<file path="src/rtl/frame_buffer_scheduler.sv">
// frame_buffer_scheduler: double/triple frame-buffer ownership between camera writer and HDMI reader
module frame_buffer_scheduler #(
  parameter logic [31:0] BASE_ADDR   = 32'h1000_0000,
  parameter logic [31:0] FRAME_BYTES = 32'h0009_6000,
  parameter int          CNT_W       = 16
) (
  input  logic             clk_100Mhz,
  input  logic             rst,
  input  logic             triple_en,
  input  logic             wr_frame_done,
  input  logic             rd_vsync,
  output logic [31:0]      wr_base_addr,
  output logic [31:0]      rd_base_addr,
  output logic             wr_stall,
  output logic             new_frame,
  output logic [1:0]       wr_idx,
  output logic [1:0]       rd_idx,
  output logic [CNT_W-1:0] frames_shown,
  output logic [CNT_W-1:0] frames_dropped,
  output logic [CNT_W-1:0] frames_repeated
);
  logic [1:0] rdy_idx, wr_n, rd_n, rdy_n;
  logic       rdy_valid, mode, vld_n, stall_n, show, drop, rep;
  always_comb begin
    wr_n = wr_idx;
    rd_n = rd_idx;
    rdy_n = rdy_idx;
    vld_n = rdy_valid;
    stall_n = wr_stall;
    show = 1'b0;
    drop = 1'b0;
    rep = 1'b0;
    if (mode) begin
      if (wr_frame_done && rd_vsync) begin
        // the just-finished frame bypasses the ready slot and goes straight to the reader
        rd_n = wr_idx;
        wr_n = rdy_valid ? rdy_idx : rd_idx;
        rdy_n = rdy_valid ? rd_idx : rdy_idx;
        drop = rdy_valid;
        vld_n = 1'b0;
        show = 1'b1;
      end else if (wr_frame_done) begin
        wr_n = rdy_idx;
        rdy_n = wr_idx;
        vld_n = 1'b1;
        drop = rdy_valid;
      end else if (rd_vsync) begin
        rd_n = rdy_valid ? rdy_idx : rd_idx;
        rdy_n = rdy_valid ? rd_idx : rdy_idx;
        vld_n = 1'b0;
        show = rdy_valid;
        rep = !rdy_valid;
      end
    end else begin
      // a completion while one is already pending is a writer protocol violation
      drop = wr_frame_done && rdy_valid;
      if (rd_vsync && (rdy_valid || wr_frame_done)) begin
        wr_n = rd_idx;
        rd_n = wr_idx;
        vld_n = 1'b0;
        stall_n = 1'b0;
        show = 1'b1;
      end else if (rd_vsync) begin
        rep = 1'b1;
      end else if (wr_frame_done) begin
        vld_n = 1'b1;
        stall_n = 1'b1;
      end
    end
  end
  always_ff @(posedge clk_100Mhz) begin
    if (rst) begin
      mode <= triple_en;
      wr_idx <= 2'd0;
      rd_idx <= 2'd1;
      rdy_idx <= 2'd2;
      rdy_valid <= 1'b0;
      wr_stall <= 1'b0;
      new_frame <= 1'b0;
      frames_shown <= '0;
      frames_dropped <= '0;
      frames_repeated <= '0;
      wr_base_addr <= BASE_ADDR;
      rd_base_addr <= BASE_ADDR + FRAME_BYTES;
    end else begin
      wr_idx <= wr_n;
      rd_idx <= rd_n;
      rdy_idx <= rdy_n;
      rdy_valid <= vld_n;
      wr_stall <= stall_n;
      new_frame <= show;
      frames_shown <= frames_shown + CNT_W'(show);
      frames_dropped <= frames_dropped + CNT_W'(drop);
      frames_repeated <= frames_repeated + CNT_W'(rep);
      wr_base_addr <= BASE_ADDR + 32'(wr_n) * FRAME_BYTES;
      rd_base_addr <= BASE_ADDR + 32'(rd_n) * FRAME_BYTES;
    end
  end
endmodule

</file>
<file path="config.mk">
export PLATFORM = sky130hd
export DESIGN_NAME = frame_buffer_scheduler
export DESIGN_NICKNAME = d
export VERILOG_FILES = /design/src/rtl/frame_buffer_scheduler.sv
export SDC_FILE = /design/constraint.sdc
export NUM_CORES = 1
export LEC_CHECK = 0
export ABC_AREA = 1
export CAP_MARGIN = 20
export CORE_UTILIZATION = 45
export DETAILED_ROUTE_END_ITERATION = 12
export MAX_ROUTING_LAYER = met4
export PLACE_DENSITY = 0.91
export SETUP_SLACK_MARGIN = 0.5
export SYNTH_ARGS = -nofsm -noshare
export SYNTH_HDL_FRONTEND = slang
export SYNTH_SLANG_ARGS = --single-unit
</file>
<file path="constraint.sdc">
create_clock -name clk_100Mhz -period 2.51 [get_ports clk_100Mhz]
set_input_delay 0.753 -clock clk_100Mhz [delete_from_list [all_inputs] [get_ports clk_100Mhz]]
set_output_delay 0.753 -clock clk_100Mhz [all_outputs]
set_load 0.1 [all_outputs]
</file>
==> out/results.ini, run 1 <==
[pwr]
power_leakage_uw=0.00208
cellPowerDensity_mw_per_mm2=623
totalPowerFinal_uw=2750
ir_drop_v=0.000436

[sta]
max_freq_ghz=0.532
fin_ws_ps=630
clock_skew_ps=5.96
period_share_pct=74.9
post-route-min-period_ps=1880
hold_viol=0
holdWs_ps=474
maxSlewViolCount=0
rsz0062_at_grt=no
setup_viol=0

[critical_path]
slowest_stage=dfxtp_1
worst-path-max-fanout=4
reg2regPathDepth=12
cp-start-kind=flop
cp.required_ps=1760
r2r-end=frames_shown[14]$_SDFF_PP0_
critPathCaptureType=output pin
path_cells=buf_4
path_class=flop to output pin
cp.arrival_ps=1130
r2r_slack_ps=810
path_depth=1
crit_family=flip-flops
slowest_delay_ps=450
reg2reg_from=rdy_valid$_SDFFE_PP0P_
path_buf_inv=1

[clock_tree]
cts.root.buffer_cell=clkbuf_8
ctsLongestPathBuffers=2
cts_tree=done
cts_max_level=3
clk_pin_slew_ps=70
cts.sinks=66
clkLatencyLatePin_ps=330
numCtsBuffers=9

[synth]
synth_cells=519
synth-seq-area-share_pct=37.2
synthAdderAreaFrac_pct=4.20
synth_xor_area_share_pct=0.735
synth_edf_count=1
synth_top_family_by_area=simple AND/OR/NAND/NOR gates
synth_area_leaders=dfxtp_1, nand2_1, buf_4, nor2_1, inv_1
synth_compound_area_share_pct=9.13
syn_area_mm2=0.00358
synthSimpleGateAreaFrac_pct=28.0
muxShareOfSynthArea_pct=0
synth_area_per_cell_um2=6.89
synth_top_area_share_pct=36.4
synthTopCellsByCount=nand2_1, nor2_1, inv_1
synth-seq-cells=66
yosysWarningCount=0
synth.most_common_cell=nand2_1
yosysTopAreaCell=dfxtp_1
async_reset_ff_share_pct=0
ys.flop_type=dfxtp_1
ys_types=32

[grt]
grt_antenna_before_repair=0
grt_max_degree=25
gr-total-overflow=0
grt_pass1_wl_um=13200
grt_usage_pct=20.0
grt_pass1_vias=3007

[floorplan]
die_y_um=91.2
start_util_pct=46.3
pin_count=123
placementRows=32
fp.dieW_um=91.2
die_area_mm2=0.00831
core_area_mm2=0.00773

[hold_path]
hp-start=wr_stall$_SDFFE_PP0P_
whs_endpoint=wr_stall$_SDFFE_PP0P_
whs_path_depth=2
min_path_type=flop to flop

[cells_and_area]
n_antenna_cell=0
nNetsFinal=622
area_delta_synth_final_pct=23.1
utilization_pct=57.0
fillers=741
drive_gt1_share_pct=23.7

[route]
wirelength_um=7830
firstDrtPassIters=6
drc=0
routedWlPerCell_um=11.0
via_count=3306
drtIter0Drc=86
ant_nets=0
vias_per_cell=4.66

[placement]
port-buffer-count=74
place.gp.congestion=0.923
dp_slack_ps=-147
hpwl_um=5810

[status]
outcome=complete, no violations

[flow_run]
max_cap_viol_count=0

[cells in the final DEF, fill, tap and decap left out, types with 4 or more instances in the layout]
master	synthesis	final
nor2_1	73	66
inv_1	69	69
nand2_2	3	4
nand3_1	29	27
dfxtp_1	65	55
nand4_1	7	7
nor2_2	4	10
a21oi_1	31	31
buf_4	56	87
conb_1	2	48
ha_1	12	8
inv_2	4	4
nand2_1	114	112
clkbuf_8	0	12
o21ai_0	20	19
dfxtp_2	0	10
[logic make-up (layout without fill, tap and decap cells)]
group,after synthesis,count (layout)
and+or+nand+nor,238,238
DFF,66,66
buffers and inverters,137,180
xor gates and xnor gates,3,3
other,2,48
AOI/OAI and AO/OA,61,61
adders and majority gates,12,12
[timing repair]
item	in CTS	in global routing
pin swaps	6	0
resized for setup	14	4
buffers inserted	1	0
hold buffers	0	0
setup endpoints to repair	42	13
endpoints found under the hold margin	0	0
[final cells by class]
class                           instances  area, um2  share of cell area [%]
Multi-Input combinational cell        362       1780                    40.3
Sequential cell                        66       1340                    30.5
Timing Repair Buffer                   92        698                    15.9
Inverter                               74        283                    6.42
Clock buffer                           12        165                    3.75
Tap cell                              102        128                    2.90
Clock inverter                          2       11.3                   0.256
[worst register-to-register path, cell delays in order (launching register included)]
cell	delay [ps]
dfxtp_1	450
inv_2	90
nand2_4	90
nand2_4	70
clkinv_4	60
ha_4	130
ha_4	150
nand3_4	90
nor2_4	180
nand2_2	90
nor2_2	120
nor2_1	50
nor2_1	70
[metrics by stage]
stage / std cells / setup TNS (ps) / area, um2
after floorplan: 565 / 0 / 3800
after global placement: 695 / -233 / 4180
after detailed placement: 695 / -785 / 4180
after CTS: 710 / 0 / 4400
after global routing: 710 / 0 / 4400
final: 710 / 0 / 4400
[routing by layer]
layer | share of wire (%) | GRT usage (%) | wire, um
met1 | 44 | 22.7 | 3460
met2 | 50 | 34.7 | 3910
met3 | 5.0 | 3.94 | 393
met4 | 0.83 | 7.54 | 65
met5 | 0 | - | 0
[where the power goes]
part	total [uW]	internal, uW	switching, uW
logic	810	111	699
clock network	825	428	397
registers	1110	1080	28.1
total	2750	1620	1120
[flip-flops by register name, summed over array words and instances (netlist names), 2 cells and up]
name and flops:
frames_dropped 16, rdy_idx 2, frames_repeated 16, rd_base_addr 5, wr_base_addr 5, frames_shown 16
[how the worst max path moves through the flow]
stage / startpoint / endpoint / slack [ps]
6_report: frames_shown[2]$_SDFF_PP0_ / frames_shown[2] / 630
2_1_floorplan: wr_frame_done / frames_repeated[12]$_SDFF_PP0_ / 510
3_5_place_dp: wr_frame_done / frames_repeated[12]$_SDFF_PP0_ / -150
4_1_cts: wr_frame_done / frames_repeated[12]$_SDFF_PP0_ / 520
5_1_grt: rd_vsync / rd_base_addr[16]$_SDFF_PP1_ / 510
3_3_place_gp: wr_frame_done / frames_repeated[12]$_SDFF_PP0_ / -110
No activity file was read; power rests on OpenSTA's default activity.
==> run 2: changes to the inputs <==
clock period = 1.8 ns   (was 2.51 ns; I/O delays follow)
==> out/results.ini, run 2 (synthesized netlist as in run 1, its figures left out) <==
[status]
outcome=complete, no violations

[floorplan]
pin_count=123  ; unchanged
fp.dieW_um=91.2  ; unchanged
core_area_mm2=0.00773  ; unchanged
die_area_mm2=0.00831  ; unchanged
placementRows=32  ; unchanged
start_util_pct=46.3  ; unchanged
die_y_um=91.2  ; unchanged

[route]
via_count=4281  ; +29%
ant_nets=0  ; unchanged
wirelength_um=14700  ; +87%
routedWlPerCell_um=18.3  ; +66%
drc=0  ; unchanged
vias_per_cell=5.35  ; +15%
firstDrtPassIters=5  ; -1
drtIter0Drc=263  ; +210%

[placement]
postPlaceCellArea_mm2=0.00552  ; +32%
place.gp.congestion=1.01  ; +9.0%
port-buffer-count=74  ; unchanged
hpwl_um=7070  ; +22%

[grt]
grt_pass1_wl_um=19700  ; +50%
grt_usage_pct=31.3  ; +11 points
gr-total-overflow=0  ; unchanged
grt_antenna_before_repair=0  ; unchanged
grt_max_degree=19  ; -24%
grt_pass1_vias=4061  ; +35%

[sta]
max_freq_ghz=0.570
hold_viol=0  ; unchanged
rsz0062_at_grt=yes
setup_viol=0  ; unchanged
clock_skew_ps=12.0  ; +6.03 ps
period_share_pct=97.4
maxSlewViolCount=0  ; unchanged
post-route-min-period_ps=1750

[pwr]
switching_share_pct=42.6  ; +1.6 points
seqPwrFrac_pct=35.7  ; -4.8 points
cellPowerDensity_mw_per_mm2=627  ; +0.66%
p_int_uw=2450  ; +51%
p_sw_uw=1810  ; +61%
clkPwrFrac_pct=29.5  ; -0.5 points
ir_drop_v=0.000581  ; +33%
power_leakage_uw=0.00290  ; +40%
p_comb_share_pct=34.8  ; +5.3 points

[critical_path]
slowest_stage=nor2_4
path_class=input port to flop
slowest_delay_ps=220  ; -230 ps
critPathCaptureType=flop
worst-path-max-fanout=7  ; +3
crit_family=simple AND/OR/NAND/NOR gates
cp-start-kind=input port
path_buf_inv=5  ; +4
cp.required_ps=2040  ; +280 ps
cp.arrival_ps=2000  ; +870 ps
path_cells=buf_6 > buf_8 > inv_16 > nand2_8 > nand2_8 > clkinv_8 > ha_4 > ha_4 > nand3_4 > nor2_4 > buf_4 > xnor2_1 > nor2_1

[clock_tree]
clkLatencyLatePin_ps=360  ; +30 ps
cts.sinks=66  ; unchanged
cts_hold_buf=0  ; unchanged
clk_pin_slew_ps=80  ; about the same
numCtsBuffers=9  ; unchanged
cts_max_level=3  ; unchanged
cts_tree=done
ctsLongestPathBuffers=2  ; unchanged
cts.root.buffer_cell=clkbuf_8

[cells_and_area]
mostFrequentLayoutCells=nand2_1, buf_4, buf_12
mostFrequentLayoutCell=nand2_1
area_delta_synth_final_pct=89.8
nNetsFinal=710  ; +14%
n_antenna_cell=0  ; unchanged
reg.largest.list=frames_dropped (16), frames_repeated (16), frames_shown (16)
utilization_pct=87.9  ; +31 points
drive_gt1_share_pct=55.0  ; +31 points
final_area_mm2=0.00679  ; +54%

[hold_path]
min_path_type=flop to flop

[flow_run]
max_cap_viol_count=0  ; unchanged

run 2: repair_timing:
| action | 4_1_cts | 5_1_grt |
|---|---|---|
| endpoints found under the hold margin | 0 | 0 |
| resized for setup | 93 | 61 |
| pin swaps | 41 | 38 |
| setup buffers | 52 | 27 |
| setup endpoints to repair | 134 | 124 |
run 2: path summary, 6_finish.rpt:
check | from | endpoint | slack, ps | cells past startpoint
min reg2reg | frames_shown[9]$_SDFF_PP0_ | frames_shown[9]$_SDFF_PP0_ | 510 | 2
max | wr_frame_done | frames_shown[6]$_SDFF_PP0_ | 50 | 13
max reg2reg | rdy_valid$_SDFFE_PP0P_ | frames_shown[6]$_SDFF_PP0_ | 60 | 11
min | frames_shown[9]$_SDFF_PP0_ | frames_shown[9]$_SDFF_PP0_ | 510 | 2
run 2: metal layers:
metal	vias to the layer above	routed length (um)	track usage (%)
met5	-	0	-
met1	2004	4990	30.7
met4	0	890	15.6
li1	1873	-	-
met3	90	1120	6.70
met2	314	7660	58.1
run 2: final cells by class:
type / count / area [um2]
fill: 333 / 938
multi-input combinational: 362 / 2300
clock inverter: 4 / 23.8
clock buffer: 12 / 166
inverter: 74 / 327
sequential: 66 / 1540
timing repair buffer: 180 / 2300
tap: 102 / 128
run 2: power groups by stage:
stage | sequential, uW | combinational [uW] | clock, uW
final | 1520 | 1480 | 1260
after global routing | 1520 | 1520 | 1300
after CTS | 1520 | 1410 | 1210
after detailed placement | 1600 | 1330 | 0
after global placement | 1600 | 1300 | 0
after floorplan | 1830 | 886 | 0
run 2: stage by stage:
stage / setup TNS (ps) / setup slack (ps) / hold WS, ps / total power [uW] / std cells
global route: -0.644 / -0.644 / 526 / 4350 / 800
detailed placement: -23740 / -600 / 481 / 2930 / 705
floorplan: 0 / 116 / 467 / 2720 / 565
CTS: 0 / 220 / 510 / 4150 / 773
global placement: -20770 / -540 / 470 / 2900 / 705
finish: 0 / 46.8 / 509 / 4260 / 800
run 2: worst reg2reg max path: cells and delay by family, from the launching register on:
family	cells	cell delay, ps
and+or+nand+nor	5	540
DFF	1	380
adders and majority gates	2	300
buffers and inverters	3	260
xor gates and xnor gates	1	150
==> run 3: changes to the inputs <==
CORE_UTILIZATION = 46   (was 45)
PLACE_DENSITY = 0.92   (was 0.91)
==> out/results.ini, run 3 (synthesized netlist as in run 1, its figures left out) <==
[status]
outcome=complete, but fails checks
failed_checks=negative setup slack

[critical_path]
r2r_slack_ps=-70  ; -130 ps
reg2reg_from=rdy_valid$_SDFFE_PP0P_
reg2regPathDepth=12  ; +1
slowest_delay_ps=230  ; about the same
path_class=input port to flop
critPathCaptureType=flop
cp.required_ps=2070  ; +30 ps
cp-start-kind=input port
cp.arrival_ps=2140  ; +140 ps
r2r-end=frames_repeated[12]$_SDFF_PP0_
slowest_stage=nor2_4
path_cells=buf_6 > buf_12 > inv_16 > nand2_8 > nor2_4 > ha_4 > ha_4 > nand2_4 > nor2_4 > nand2_4 > nor2_4 > nand2_1 > nand2_1 > nor2_1
cpMostUsedCell=nor2_4
worst-path-max-fanout=6  ; -1

[hold_path]
whs_path_depth=2  ; unchanged
min_path_type=flop to flop
hp-start=frames_shown[15]$_SDFF_PP0_
whs_endpoint=frames_shown[15]$_SDFF_PP0_

[floorplan]
placementRows=31  ; -3.1%
die_y_um=90.2  ; -1.1%
fp.dieW_um=90.2  ; -1.1%
start_util_pct=48.5  ; +2.2 points
pin_count=123  ; unchanged
core_area_mm2=0.00737  ; -4.6%
die_area_mm2=0.00813  ; -2.1%

[pwr]
p_int_uw=2770  ; +13%
switching_share_pct=41.0  ; -1.6 points
p_sw_uw=1920  ; +5.8%
p_comb_share_pct=34.6  ; -0.2 points
clkPwrFrac_pct=32.9  ; +3.4 points
ir_drop_v=0.000722  ; +24%
power_leakage_uw=0.00298  ; +2.8%
seqPwrFrac_pct=32.5  ; -3.2 points
cellPowerDensity_mw_per_mm2=671  ; +6.9%

[sta]
maxSlewViolCount=0  ; unchanged
setup_tns_ps=-177  ; -177 ps
holdWs_ps=545  ; +35.9 ps
post-route-min-period_ps=1880  ; +123 ps
clock_skew_ps=16.0  ; +4.03 ps
fin_ws_ps=-75.7  ; -123 ps
setup_viol=4  ; +4
hold_viol=0  ; unchanged
period_share_pct=104  ; +6.8 points
rsz0062_at_grt=yes
max_freq_ghz=0.533  ; -6.5%

[placement]
port-buffer-count=74  ; unchanged
place.gp.congestion=0.944  ; -6.2%
hpwl_um=7300  ; +3.2%
dp_slack_ps=-668  ; -67.8 ps

[clock_tree]
clkLatencyLatePin_ps=380  ; +20 ps
numCtsBuffers=9  ; unchanged
cts.root.buffer_cell=clkbuf_8
clk_pin_slew_ps=80  ; about the same
cts_hold_buf=0  ; unchanged
cts.sinks=66  ; unchanged
ctsLongestPathBuffers=2  ; unchanged
cts_tree=done
cts_max_level=3  ; unchanged

[grt]
grt_pass1_wl_um=22700  ; +15%
grt_pass1_vias=4393  ; +8.2%
grt_antenna_before_repair=0  ; unchanged
grt_usage_pct=36.5  ; +5.2 points
grt_max_degree=31  ; +12
gr-total-overflow=0  ; unchanged

[route]
vias_per_cell=6.00  ; +12%
wirelength_um=19200  ; +31%
drtIter0Drc=505  ; +92%
ant_nets=0  ; unchanged
via_count=4810  ; +12%
firstDrtPassIters=7  ; +2
drc=0  ; unchanged
routedWlPerCell_um=23.9  ; +31%

[cells_and_area]
mostFrequentLayoutCell=nand2_1
mostFrequentLayoutCells=nand2_1, buf_4, buf_12
drive_gt1_share_pct=57.5  ; +2.5 points
nNetsFinal=714  ; +0.56%
reg.largest.list=frames_dropped (16), frames_repeated (16), frames_shown (16)
area_delta_synth_final_pct=95.3
fillers=179  ; -46%
n_antenna_cell=0  ; unchanged

[flow_run]
max_cap_viol_count=0  ; unchanged

run 3: worst max path at each step:
stage / from / end / slack, ps / cells past startpoint
6_report: wr_frame_done / frames_repeated[12]$_SDFF_PP0_ / -80 / 14
2_1_floorplan: wr_frame_done / frames_repeated[12]$_SDFF_PP0_ / 120 / 12
3_5_place_dp: wr_frame_done / frames_shown[14]$_SDFF_PP0_ / -670 / 13
3_3_place_gp: wr_frame_done / frames_shown[14]$_SDFF_PP0_ / -550 / 13
4_1_cts: wr_frame_done / frames_shown[8]$_SDFF_PP0_ / 190 / 13
5_1_grt: wr_frame_done / frames_repeated[12]$_SDFF_PP0_ / -100 / 14
run 3: per-stage QoR:
| stage | std cells | utilization [%] | total power, uW | area (um2) |
|---|---|---|---|---|
| after floorplan | 565 | - | 2720 | 4310 |
| after global placement | 701 | 75.1 | 2910 | 5540 |
| after detailed placement | 701 | 75.1 | 2940 | 5540 |
| after CTS | 776 | 88.5 | 4420 | 6520 |
| after global routing | 801 | 94.8 | 4750 | 6990 |
| final | 801 | 94.8 | 4680 | 6990 |
run 3: power by group through the flow:
stage | clock [uW] | sequential (uW) | combinational (uW)
detailed placement | 0 | 1590 | 1340
global route | 1580 | 1520 | 1650
floorplan | 0 | 1830 | 886
CTS | 1460 | 1520 | 1440
global placement | 0 | 1590 | 1320
finish | 1540 | 1520 | 1620
run 3: final cells by class:
class / instances / area, um2 / share of cell area (%)
multi-input combinational: 362 / 2360 / 33.7
clock inverter: 3 / 40.0 / 0.573
tap: 99 / 124 / 1.77
inverter: 74 / 327 / 4.67
sequential: 66 / 1540 / 22.0
timing repair buffer: 184 / 2400 / 34.4
clock buffer: 13 / 201 / 2.88
run 3: layer usage:
layer | wire, um | track usage, % | part of all wire [%]
met5 | 0 | - | 0
met1 | 5980 | 36.6 | 31
met4 | 1950 | 26.5 | 10
met3 | 2300 | 9.22 | 12
met2 | 8940 | 61.8 | 47
run 3: critical path, delay by kind of cell:
family	cells	cell delay, ps
buffers and inverters	3	300
adder cells (fa/ha/maj)	2	310
AND/OR/NAND/NOR	9	970
run 3: repair_timing:
action | in CTS | in global routing
buffers inserted | 59 | 25
endpoints found under the setup margin | 134 | 127
pin swaps | 34 | 41
resized for setup | 104 | 73
